==> src/rtl/rs232in.sv <==
// rs232in: 8N1 UART receiver, mid-bit sampling with a per-bit countdown timer
module rs232in #(
  parameter int bps = 115_200,
  parameter int frequency = 25_000_000,
  parameter int period = frequency / bps,
  parameter int half = period / 2
) (
  input  logic       clk25MHz,
  input  logic       rst,
  input  logic       serial_rxd,
  output logic [7:0] data,
  output logic       valid,
  output logic       frame_error,
  output logic       busy
);
  typedef enum logic [2:0] {IDLE, START, DATA, STOP, WAITHI} state_t;
  localparam logic [11:0] per_m1 = 12'(period - 1);
  localparam logic [11:0] half_m1 = 12'(half - 1);
  state_t state;
  logic rxd_s1, rxd_s;
  logic [11:0] timer;
  logic [2:0] bitcnt;
  logic [7:0] shift;
  always_ff @(posedge clk25MHz) begin
    if (rst) begin
      rxd_s1 <= 1'b1;
      rxd_s <= 1'b1;
      state <= IDLE;
      data <= 8'h00;
      valid <= 1'b0;
      frame_error <= 1'b0;
      busy <= 1'b0;
      shift <= 8'h00;
      timer <= 12'd0;
      bitcnt <= 3'd0;
    end else begin
      rxd_s1 <= serial_rxd;
      rxd_s <= rxd_s1;
      valid <= 1'b0;
      frame_error <= 1'b0;
      case (state)
        IDLE: if (!rxd_s) begin
          state <= START;
          timer <= half_m1;
          busy <= 1'b1;
        end
        START: if (timer != 12'd0) timer <= timer - 12'd1;
        else if (!rxd_s) begin
          state <= DATA;
          timer <= per_m1;
          bitcnt <= 3'd0;
        end else begin
          state <= IDLE;
          busy <= 1'b0;
        end
        DATA: if (timer != 12'd0) timer <= timer - 12'd1;
        else begin
          shift <= {rxd_s, shift[7:1]};
          timer <= per_m1;
          bitcnt <= bitcnt + 3'd1;
          if (bitcnt == 3'd7) state <= STOP;
        end
        STOP: if (timer != 12'd0) timer <= timer - 12'd1;
        else if (rxd_s) begin
          data <= shift;
          valid <= 1'b1;
          state <= IDLE;
          busy <= 1'b0;
        end else begin
          frame_error <= 1'b1;
          state <= WAITHI;
        end
        // a broken line must be seen high before a new start edge counts
        WAITHI: if (rxd_s) begin
          state <= IDLE;
          busy <= 1'b0;
        end
        default: begin
          state <= IDLE;
          busy <= 1'b0;
        end
      endcase
    end
  end
endmodule

==> config.mk <==
export PLATFORM = sky130hd
export DESIGN_NAME = rs232in
export DESIGN_NICKNAME = d
export VERILOG_FILES = /design/src/rtl/rs232in.sv
export SDC_FILE = /design/constraint.sdc
export NUM_CORES = 1
export LEC_CHECK = 0
export ABC_CLOCK_PERIOD_IN_PS = 2800
export CAP_MARGIN = 20
export CORE_UTILIZATION = 41
export CTS_BUF_LIST = sky130_fd_sc_hd__clkbuf_4
export CTS_CLUSTER_DIAMETER = 80
export CTS_CLUSTER_SIZE = 24
export DETAILED_ROUTE_END_ITERATION = 10
export PLACE_DENSITY = 0.61
export SLEW_MARGIN = 20
export SYNTH_ARGS = -nofsm -noshare
export SYNTH_HDL_FRONTEND = slang
export SYNTH_SLANG_ARGS = --single-unit
==> constraint.sdc <==
create_clock -name clk25MHz -period 2.8 [get_ports clk25MHz]
set_clock_uncertainty 0.15 [all_clocks]
set_input_delay 0.42 -clock clk25MHz [delete_from_list [all_inputs] [get_ports clk25MHz]]
set_output_delay 0.42 -clock clk25MHz [all_outputs]
set_load 0.01 [all_outputs]
==> reports/results.tsv <==
metric	value	unit
status	finished, final reports clean	
synth_edf_count	0	
ys_types	54	
pin_count	14	
min_period_over_period	82.1	%
setup_viol	0	
worstReg2RegEnd	timer[1]$_SDFFE_PP0P_	
avgSynthCellArea	9.13	µm²
vias	1663	
hold_viol	0	
irDropWorstVdd	0.249	mV
detail_route.iter0.violations	106	
fmax	435	MHz
dieArea	5200	µm²
portBuffers	13	
yosys-top-cells-area	dfxtp_1 (39%), mux2i_1 (8.9%), nand2_1 (4.8%)	
drt_pass1_iterations	4	
holdCritPathClass	flip-flop to flip-flop	
worstSetupEndpoint	timer[1]$_SDFFE_PP0P_	
coreArea	4720	µm²
end_kind	flip-flop	
synthArstFlopShare	0	%
start_util	42.7	%
std_cell_rows	25	
r2r_slack	0.50	ns
cts_buffer_depth	2	
dp.cells	291	
leakage	0.805	nW
worstMarginPinSlew	0.763	ns
antenna_left	0	
grt_max_degree	20	
routed_wl	4140	µm
stdcell_count	298	
die_x	72.1	µm
reg2regPathDepth	6	
syn-num-nets	228	
synthesis.area	2020	µm²
post-route-min-period	2.30	ns
yosysTopAreaCell	dfxtp_1	
finalSetupTns	0	ns
p_per_area	550	nW/µm²
root_buffer	clkbuf_4	
crit_arrival	2.39	ns
ys.flop_type	dfxtp_1	
slew-limit-headroom	48.7	%
rsz0062_at_grt	false	
insertion_delay	0.35	ns
die_y	72.1	µm
fill_cells	455	
multi_input_area	1090	µm²
cts_tree	yes	
drc	0	
antenna_found_initial	0	
diodes	0	
first_global_vias	1538	
vias_per_cell	5.58	
seq_area_frac_synth	38.7	%
wl_per_cell	13.9	µm
synth_top_area_share	38.7	%
setup.worst_path.start_class	flip-flop	
synthToLayoutAreaGrowth	10.4	%
drive_above_1_share	11.7	%
hpwl	2810	µm
r2r-start	timer[0]$_SDFFE_PP0P_	
cts.repair.resized	0	
startpoint	timer[0]$_SDFFE_PP0P_	
ys_warn_count	0	
synth_seq_cells	39	
clk_pin_slew	0.12	ns
drv_slew	0	
nets	238	
grt_util_all_layers	17.6	%
grt_pass1_wl	7180	µm
required	2.89	ns
syn_inst	221	
max_cap_viol_count	0	
cts_made_buffers	5	
gp_congestion	0.799	
cts_setup_buffers	0	
register_area	781	µm²
criticalPathCategory	flip-flop to flip-flop	
clock-sinks	39	
grt_remaining_overflow	0	
cts.htree.levels	2	
worst-path-max-fanout	5	
postCtsHoldBufs	0	
==> cells in the final DEF, fill, tap and decap left out, drive strengths merged, types with 5 or more instances in the layout <==
master / netlist / final
dfxtp: 39 / 39
nand2: 26 / 26
nor2: 19 / 19
mux2i: 18 / 18
clkdlybuf4s50: 0 / 13
nand3: 10 / 10
a21oi: 8 / 8
buf: 6 / 7
nor4: 7 / 7
nor3: 6 / 6
or4: 6 / 6
clkbuf: 11 / 5
==> critical path, stage by stage (launching register included) <==
cell,delay (ns)
dfxtp_1,0.35
inv_1,0.11
ha_1,0.16
or4b_1,0.54
nor4_4,0.45
nor2_1,0.15
a221oi_1,0.29
==> worst min-delay path by stage <==
| stage | from | endpoint | slack (ns) | cells past startpoint |
|---|---|---|---|---|
| floorplan | rxd_s1$_SDFF_PP1_ | rxd_s$_SDFF_PP1_ | 0.24 | 1 |
| finish | rxd_s1$_SDFF_PP1_ | rxd_s$_SDFF_PP1_ | 0.27 | 1 |
| global placement | rxd_s1$_SDFF_PP1_ | rxd_s$_SDFF_PP1_ | 0.24 | 1 |
| global route | rxd_s1$_SDFF_PP1_ | rxd_s$_SDFF_PP1_ | 0.29 | 1 |
| detailed placement | rxd_s1$_SDFF_PP1_ | rxd_s$_SDFF_PP1_ | 0.25 | 1 |
| CTS | rxd_s1$_SDFF_PP1_ | rxd_s$_SDFF_PP1_ | 0.27 | 1 |
==> routing by layer <==
layer / global-route usage, % / vias to the layer above / share of wire (%)
met5: 0 / - / 0
met3: 4.86 / 2 / 5.9
met1: 23.1 / 769 / 48
met2: 27.5 / 47 / 46
met4: 6.75 / 0 / 0.65
li1: - / 845 / -
==> sequential cells by signal (all words and copies together) (netlist names) <==
name / cells
valid: 1
state: 3
bitcnt: 3
timer: 12
busy: 1
data: 8
rxd_s1: 1
shift: 8
rxd_s: 1
frame_error: 1
==> synth_stat cells, types with 4 or more instances <==
master and n:
nand3_1 9, nor2_1 18, nor4_1 5, or4_1 5
nand4_1 4, a311oi_1 4, nand2_1 26, dfxtp_1 39
clkbuf_8 4, mux2i_1 18, clkbuf_1 5, inv_1 4
ha_1 4, nor3_1 6, a21oi_1 8
==> power breakdown <==
part | leakage (nW) | total (mW) | switching [mW] | internal [mW]
Sequential | 0.316 | 0.598 | 0.0263 | 0.571
Clock | 0.0373 | 0.373 | 0.190 | 0.183
Combinational | 0.452 | 0.254 | 0.158 | 0.0965
==> metrics by stage <==
step	hold WS [ns]	instance area (µm²)	power, mW	util (%)	setup WS [ns]
3_5_place_dp	0.245	2150	0.861	45.6	0.532
5_1_grt	0.287	2230	1.29	47.2	0.288
4_1_cts	0.274	2230	1.23	47.2	0.504
3_3_place_gp	0.240	2150	0.863	45.6	0.562
6_report	0.272	2230	1.23	47.2	0.501
2_1_floorplan	0.239	2020	0.806	-	0.638
==> layout make-up <==
class	count	area share, %
multi-input combinational	160	48.8
clock buffer	5	1.69
clock inverter	2	1.69
timing repair buffer	20	8.20
inverter	5	0.843
sequential	39	35.1
tap	67	3.76
==> cell families after synthesis <==
group / after synthesis / synth area share (%)
flops: 39 / 38.7
simple gates: 98 / 27.7
mux: 18 / 8.93
fa+ha+maj: 4 / 2.48
xor+xnor: 1 / 0.434
buf+inv: 22 / 7.44
compound gates: 39 / 14.3
Note: power is estimated with default switching activity, not from simulation.
